==> src/rtl/dmem_bridge_pkg.sv <==
// Shared definitions for the MEM-stage data memory bridge: FSM state
// encoding, the fixed byte-select pattern and the default fault data.
package dmem_bridge_pkg;

    // Bridge FSM states. The encoding is fixed so that it matches the
    // constants used elsewhere in the core.
    typedef enum logic [1:0] {
        DMB_IDLE = 2'd0,
        DMB_REQ  = 2'd1,
        DMB_DONE = 2'd2
    } dmb_state_t;

    // Only full-word accesses are issued, so every byte lane is selected.
    localparam logic [3:0]  DMB_SEL_WORD     = 4'hF;

    // Load data returned for a faulted (misaligned or timed-out) access.
    localparam logic [31:0] DMB_ERR_DATA_DEF = 32'h0000_0000;

    // True when a byte address is not word aligned.
    function automatic logic dmb_misaligned(input logic [31:0] addr);
        return addr[1:0] != 2'b00;
    endfunction

endpackage

==> src/rtl/dmem_bridge_timeout.sv <==
// Bus watchdog: counts cycles spent waiting for an acknowledge and flags
// the last permitted cycle. The owner stops counting before the counter
// could pass TIMEOUT-1, so it never wraps.
module dmb_timeout #(
    parameter int TIMEOUT = 255
) (
    input  logic clk,
    input  logic rst,
    input  logic clr,
    input  logic en,
    output logic expire
);

    localparam int W = $clog2(TIMEOUT + 1);

    logic [W-1:0] cnt;

    // Wait-cycle counter; clear has priority over counting.
    always_ff @(posedge clk or posedge rst) begin
        if (rst) begin
            cnt <= '0;
        end else if (clr) begin
            cnt <= '0;
        end else if (en) begin
            cnt <= cnt + W'(1);
        end
    end

    // Asserted during the final REQ cycle the bus is allowed.
    always_comb begin
        expire = (cnt == W'(TIMEOUT - 1));
    end

endmodule

==> src/rtl/dmem_bridge.sv <==
// MEM-stage to Wishbone-classic data memory bridge. A single-cycle
// load/store from the pipeline becomes a registered bus cycle; the
// pipeline is held with mem_stall until the bus acknowledges (or the
// watchdog fires), and the result is then presented in DONE until the
// MEM stage advances.
module dmem_bridge
    import dmem_bridge_pkg::*;
#(
    parameter int          TIMEOUT  = 255,
    parameter logic [31:0] ERR_DATA = DMB_ERR_DATA_DEF
) (
    input  logic        clk,
    input  logic        rst,
    // MEM-stage side
    input  logic        mem_ren,
    input  logic        mem_wen,
    input  logic [31:0] mem_addr,
    input  logic [31:0] mem_dout,
    input  logic        mem_adv,
    output logic [31:0] mem_din,
    output logic        mem_stall,
    output logic        mem_err,
    output logic [31:0] mem_err_addr,
    // Bus side
    output logic        bus_cyc,
    output logic        bus_stb,
    output logic        bus_we,
    output logic [31:0] bus_addr,
    output logic [31:0] bus_wdata,
    output logic [3:0]  bus_sel,
    input  logic [31:0] bus_rdata,
    input  logic        bus_ack
);

    dmb_state_t  state, state_next;

    logic        acc;
    logic        mis;
    logic        launch;      // start a bus cycle at this edge
    logic        finish_ok;   // bus acknowledged at this edge
    logic        finish_tmo;  // watchdog gave up at this edge
    logic        mis_log;     // record a misaligned fault address
    logic        tmr_en;
    logic        expire;
    logic [31:0] rdata_q;
    logic        err_q;

    // Request decode. A store wins when both requests are raised, which
    // only matters for bus_we since both forms share the alignment check.
    always_comb begin
        acc = mem_ren | mem_wen;
        mis = acc & dmb_misaligned(mem_addr);
    end

    dmb_timeout #(
        .TIMEOUT (TIMEOUT)
    ) u_timeout (
        .clk    (clk),
        .rst    (rst),
        .clr    (launch),
        .en     (tmr_en),
        .expire (expire)
    );

    // State register; reset abandons any in-flight access silently.
    always_ff @(posedge clk or posedge rst) begin
        if (rst) begin
            state <= DMB_IDLE;
        end else begin
            state <= state_next;
        end
    end

    // Next state and pipeline-facing outputs. mem_stall depends only on
    // state and the MEM-stage request, never on bus inputs, so the stall
    // path stays short. In REQ the stall is unconditional.
    always_comb begin
        state_next = state;
        mem_stall  = 1'b0;
        mem_err    = 1'b0;
        mem_din    = '0;
        launch     = 1'b0;
        finish_ok  = 1'b0;
        finish_tmo = 1'b0;
        mis_log    = 1'b0;
        tmr_en     = 1'b0;
        case (state)
            DMB_IDLE: begin
                if (mis) begin
                    // Faulted without touching the bus; the pipeline is
                    // not held, so the error is a same-cycle pulse.
                    mem_err = 1'b1;
                    mem_din = ERR_DATA;
                    mis_log = 1'b1;
                end else if (acc) begin
                    mem_stall  = 1'b1;
                    launch     = 1'b1;
                    state_next = DMB_REQ;
                end
            end
            DMB_REQ: begin
                mem_stall = 1'b1;
                tmr_en    = 1'b1;
                if (bus_ack) begin
                    finish_ok  = 1'b1;
                    state_next = DMB_DONE;
                end else if (expire) begin
                    finish_tmo = 1'b1;
                    state_next = DMB_DONE;
                end
            end
            DMB_DONE: begin
                // Result is held until the MEM stage actually moves on;
                // the still-present request is not reissued.
                mem_din = rdata_q;
                mem_err = err_q;
                if (mem_adv) begin
                    state_next = DMB_IDLE;
                end
            end
            default: begin
                state_next = DMB_IDLE;
            end
        endcase
    end

    // Registered bus request, captured result and fault bookkeeping.
    // Bus inputs are only looked at through finish_ok, which is REQ-only.
    always_ff @(posedge clk or posedge rst) begin
        if (rst) begin
            bus_cyc      <= 1'b0;
            bus_we       <= 1'b0;
            bus_addr     <= '0;
            bus_wdata    <= '0;
            rdata_q      <= '0;
            err_q        <= 1'b0;
            mem_err_addr <= '0;
        end else begin
            if (launch) begin
                bus_cyc   <= 1'b1;
                bus_we    <= mem_wen;
                bus_addr  <= {mem_addr[31:2], 2'b00};
                bus_wdata <= mem_dout;
            end
            if (finish_ok) begin
                bus_cyc <= 1'b0;
                err_q   <= 1'b0;
                if (!bus_we) begin
                    rdata_q <= bus_rdata;
                end
            end
            if (finish_tmo) begin
                bus_cyc      <= 1'b0;
                rdata_q      <= ERR_DATA;
                err_q        <= 1'b1;
                mem_err_addr <= bus_addr;
            end
            if (mis_log) begin
                mem_err_addr <= mem_addr;
            end
        end
    end

    // Strobe always mirrors the cycle signal; only whole words are moved.
    always_comb begin
        bus_stb = bus_cyc;
        bus_sel = DMB_SEL_WORD;
    end

endmodule
==> config.mk <==
export PLATFORM = sky130hd
export DESIGN_NAME = dmem_bridge
export DESIGN_NICKNAME = d
export VERILOG_FILES = /design/src/rtl/dmem_bridge_pkg.sv /design/src/rtl/dmem_bridge_timeout.sv /design/src/rtl/dmem_bridge.sv
export SDC_FILE = /design/constraint.sdc
export NUM_CORES = 1
export LEC_CHECK = 0
export BUFFER_PORTS_ARGS = -buffer_cell sky130_fd_sc_hd__buf_2
export CAP_MARGIN = 10
export CORE_MARGIN = 2
export CORE_UTILIZATION = 40
export CTS_CLUSTER_SIZE = 12
export DETAILED_ROUTE_END_ITERATION = 7
export PLACE_DENSITY = 0.68
export SKIP_LAST_GASP = 1
export SLEW_MARGIN = 30
export SYNTH_ARGS = -nofsm -noshare
export SYNTH_HDL_FRONTEND = slang
export SYNTH_SLANG_ARGS = --single-unit
==> constraint.sdc <==
create_clock -name clk -period 4.48 [get_ports clk]
set_clock_uncertainty 0.15 [all_clocks]
set_input_delay 0.224 -clock clk [delete_from_list [all_inputs] [get_ports clk]]
set_output_delay 0.224 -clock clk [all_outputs]
set_load 0.01 [all_outputs]
# After elaboration in Yosys (flattened, before gate mapping)
# Cells that the tools add are included.
# classes
add_sub_neg	1
n_eq_ne	8
n_mux	32
bitwise	2
n_reduce_logical	8
# ops
operator	n
$mux W32	6
$mux W1	16
$mux W8	2
$mux W2	5
$add A8 B1 Y8 const B	1
$eq A8 B8 Y1 const B	1
$reduce_bool A2 Y1	4
$ne A2 B2 Y1 const B	3
$pmux W2 S3	1
$pmux W1 S2	2
$reduce_and A4 Y1	1
$ne A3 B3 Y1 const B	1
$reduce_bool A3 Y1	1
$eq A2 B1 Y1 const B	1
$eq A2 B2 Y1 const B	1
$logic_not A2 Y1	1
$ne A2 B1 Y1 const B	1
$reduce_and A2 Y1	1
$and A1 B1 Y1	1
$or A1 B1 Y1	1
# word_totals
reg_bits	139
in_bits	102
wordCells	60

# Longest topological paths before layout
# depth
depth_word	7
mapped_depth	8
depth_no_buf	6

# By module
# Synthesis repeated with hierarchy kept, for this count alone.
# unflattened
cells_unflattened	460
area_unflattened_um2	6107.1
# by_module_without_submodules
mod	n_inst	cells_per_inst	area_each_um2	seq_area_each_um2
dmem_bridge	1	418	5700.5	3278.1
dmb_timeout	1	42	406.6	200.2

# Least setup slack after synthesis
# OpenSTA, ideal clock, no wires.
# synth_timing
path_type	register to register
startpoint	reg state[1]
endpoint	reg mem_err_addr[10]
arrival_ns	1.358
setup_slack_ns	2.845
stages_incl_launch_ff	7
n_path_buf	2
cell_sequence	dfrtp_1 -> nand2b_1 -> buf_4 -> nor4_4 -> or2_2 -> buf_4 -> a21oi_2
# synth_via
elab_chain_cells	3
# synth_rtl
element	line_no	rtl
from (decl)	dmem_bridge.sv:35	dmb_state_t state, state_next;
from (signal assigned)	dmem_bridge.sv:70	state <= state_next;
$eq A2 B1 Y1 or $logic_not A2 Y1 (tied branches)	dmem_bridge.sv:87	case (state)
$mux W1	dmem_bridge.sv:87	
$reduce_bool A2 Y1 (no line) or $mux W32 (tied branches)	-	
to (signal assigned)	dmem_bridge.sv:156	mem_err_addr <= bus_addr;
to (signal assigned)	dmem_bridge.sv:159	mem_err_addr <= mem_addr;
to (decl)	dmem_bridge.sv:23	output logic [31:0] mem_err_addr,
# Several ways; a longest one is shown, not always the timed one.
# A chain may end at the register's enable or synchronous reset.

# Worst setup path in the final report
# layout_timing
startpoint	in mem_wen
endpoint	out mem_err
# layout_via
elab_chain_cells	4
# layout_rtl
element	line_no	rtl
from (decl)	dmem_bridge.sv:16	input logic mem_wen,
$or A1 B1 Y1	dmem_bridge.sv:51	acc = mem_ren | mem_wen;
$and A1 B1 Y1	dmem_bridge.sv:52	mis = acc & dmb_misaligned(mem_addr);
$mux W1	dmem_bridge.sv:89	if (mis) begin
$pmux W1 S2	dmem_bridge.sv:87	
to (decl)	dmem_bridge.sv:22	output logic mem_err,
# Every way passes these cells.

==> parameters.txt <==
Parameter                              Value

Run status
  Status    completed

Timing
  Setup TNS Final    0 ns
  Final max-slew violation count    0
  Worst setup margin    1.89 ns
  Final-report hold violation count    0
  Number of setup violations in the final report    0
  Transition at the pin with the smallest max-transition slack    0.911 ns
  Fin crit share    57.8%
  Max transition margin    39.3%
  Upper clock frequency limit    386 MHz
  Post-route minimum period    2.59 ns
  Setup repair after global routing missed its margin    no

Synthesis
  Most used flip-flop cell after synthesis    dfrtp_1
  Number of distinct library cells after synthesis    37
  Post-synth ARST share    100%
  Count of yosys warnings during synthesis    0
  Synth cell count leaders    nand2_1, dfrtp_1, a21oi_1
  Biggest area consumer among synthesized cells    dfrtp_1
  Summed instance area of the synthesized netlist    6140 sq um
  Post-synthesis cell count    654
  Per-instance average area after synthesis    9.40 sq um
  Register area share after synthesis    56.6%
  Fraction of post-synthesis cell area in the top cell type by area    56.6%
  Most frequently used cell type in the post-synthesis netlist    nand2_1
  Number of enable flip-flop cells after synthesis    0
  Top area cells in the synthesized netlist    dfrtp_1, nand2_1, mux2i_1
  Seq cells post-synth    139

Critical path
  R2r worst-path depth    5
  Crit Path Max Fanout    62
  Data required time of the worst path    4.11 ns
  Type of the worst setup path    in -> out
  Arrival time of the worst setup path    2.21 ns
  Worst setup EP type    primary output
  Startpoint Class    input port

Finish
  P&R area growth vs syn    45.1%
  Share of layout cells above drive strength 1    31.0%
  Final net count    1,074
  Inserted Diodes    0

Worst hold path
  Class of the tightest hold or removal check    in -> async

Floorplan
  Die Outline Area    16,400 sq um
  Starting utilization of the core area    40.7%
  I/O pin count    239
  Area of the core region    15,100 sq um
  Die Span X    128 um
  Vertical die dimension    128 um
  Cell row count    45

Power
  P per Cell Area    529 nW/um^2
  Leak Pwr    4.63 nW
  Maximum VDD drop    0.284 mV

Global routing
  Met1 Resource Use GR    25.9%
  Met2 track utilization from global routing    36.6%
  Maximum number of pins on one net before global-route repair    65
  Initial antenna violation count    0
  Overall global routing resource usage    21.7%
  Met3 track demand over resource in global routing    5.72%
  Residual overflow from global routing    0
  Busiest layer in global routing    met2
  Wire length of the first global-routing pass    27,800 um
  Number of global-route vias before repair    5,657

Placed design
  Global placement routability congestion    0.858
  Port Buffer Count    232
  Final HPWL from detailed placement    10,700 um
  Pre-CTS setup slack    2.16 ns

Drt
  Routed Antenna Nets    0
  Number of remaining DRC errors    0
  Mean number of vias per cell    4.72
  Total wirelength of the detailed-routed design    17,100 um
  Post-detailed-route wirelength per cell    14.6 um
  Iteration-0 DRC Markers    229
  Via count of the routed design    5,530
  Iteration count of the initial detailed-routing pass    4

Flow run
  Number of maximum-capacitance constraint violations    0

Clocking
  Clock Latency Late Sink    0.41 ns
  Cts bufs inserted    17
  Number of resized instances in the post-cts repair step    0
  Sink count of the clock tree    139
  Clock transition time at the flip-flop clock pins of the worst setup and hold paths    0.06 ns
  CTS Root Cell    clkbuf_16
  Max clock buf depth    2
  # hold bufs at CTS    100
  CTS H-tree lvls    4
  Post-CTS setup buffers    0
  TritonCTS clock tree    yes
[metal layers]
layer	up-vias	part of all wire, %
met5	-	0
met4	0	3.1
met3	42	5.8
met2	186	50
met1	2578	41
li1	2724	-
[flip-flops by register name, summed over array words and instances, names as in the netlist]
signal,flops
rdata_q,32
state,2
bus_addr,30
err_q,1
mem_err_addr,32
bus_wdata,32
u_timeout.cnt,8
bus_cyc,1
bus_we,1
[worst max-delay path, cell delays in order]
cell and delay [ns]:
dlygate4sd3_1 0.54, buf_2 0.12, nor2_1 0.06, nor4_2 0.25
buf_4 0.71, a21o_1 0.16, buf_2 0.13
[report_power, final]
| part | internal, mW | switching (mW) | leakage (nW) |
|---|---|---|---|
| Sequential | 1.72 | 0.268 | 1.71 |
| Clock | 0.748 | 0.507 | 0.261 |
| Combinational | 0.660 | 0.813 | 2.66 |
[cell usage in the layout (no fill, tap or decap), types with 3 or more instances in the layout]
cell type        n
nand2_1        260
buf_2          232
dfrtp_1        139
dlygate4sd3_1  100
a21oi_1         37
mux2i_1         32
nor3_1          32
and2_1          32
a21oi_2         27
clkbuf_16       17
buf_4            8
nor2_1           7
conb_1           6
o21ai_0          5
clkbuf_1         5
clkinv_2         5
clkbuf_8         3
[final timing paths]
path                          startpoint               to  slack, ns
max in group asynchronous            rst  mem_err_addr[2]       3.16
min in group clk                 mem_ren  mem_err_addr[1]       0.30
setup reg to reg                state[1]  mem_err_addr[0]       2.12
hold reg to reg            bus_wdata[16]    bus_wdata[16]       0.31
hold / removal                       rst       rdata_q[7]       0.12
setup / recovery                 mem_wen          mem_err       1.89
[kinds of logic (layout without fill, tap and decap cells)]
group                    count (synthesis)  after routing  synth area share (%)
AO/OA/AOI/OAI                           76             76                  8.15
XOR/XNOR                                 2              2                 0.285
adder cells (fa/ha/maj)                  2              2                 0.407
buffers and inverters                   52            377                  4.89
flip-flops                             139            139                  56.6
multiplexers                            32             32                  5.21
other                                    2              6                 0.122
AND/OR/NAND/NOR                        349            349                  24.3
[layout make-up]
class,instances,area [sq um]
clock inverters,7,41.3
inverters,3,16.3
multi-input cells,467,2410
repair buffers,342,2250
clock buffers,25,485
flip-flops and latches,139,3480
well taps,188,235
fillers,1288,6170
[per-stage QoR]
stage / hold slack (ns) / instance area, sq um / power (mW) / instances / util, %
2_1_floorplan: 0.173 / 6160 / 2.84 / 658 / -
3_3_place_gp: -0.0124 / 7350 / 3.37 / 1037 / 48.7
3_5_place_dp: -0.0116 / 7390 / 3.42 / 1039 / 49.0
4_1_cts: 0.108 / 8920 / 4.76 / 1171 / 59.1
5_1_grt: 0.130 / 8920 / 5.03 / 1171 / 59.1
6_report: 0.124 / 8920 / 4.72 / 1171 / 59.1
No activity file was read; power rests on OpenSTA's default activity.
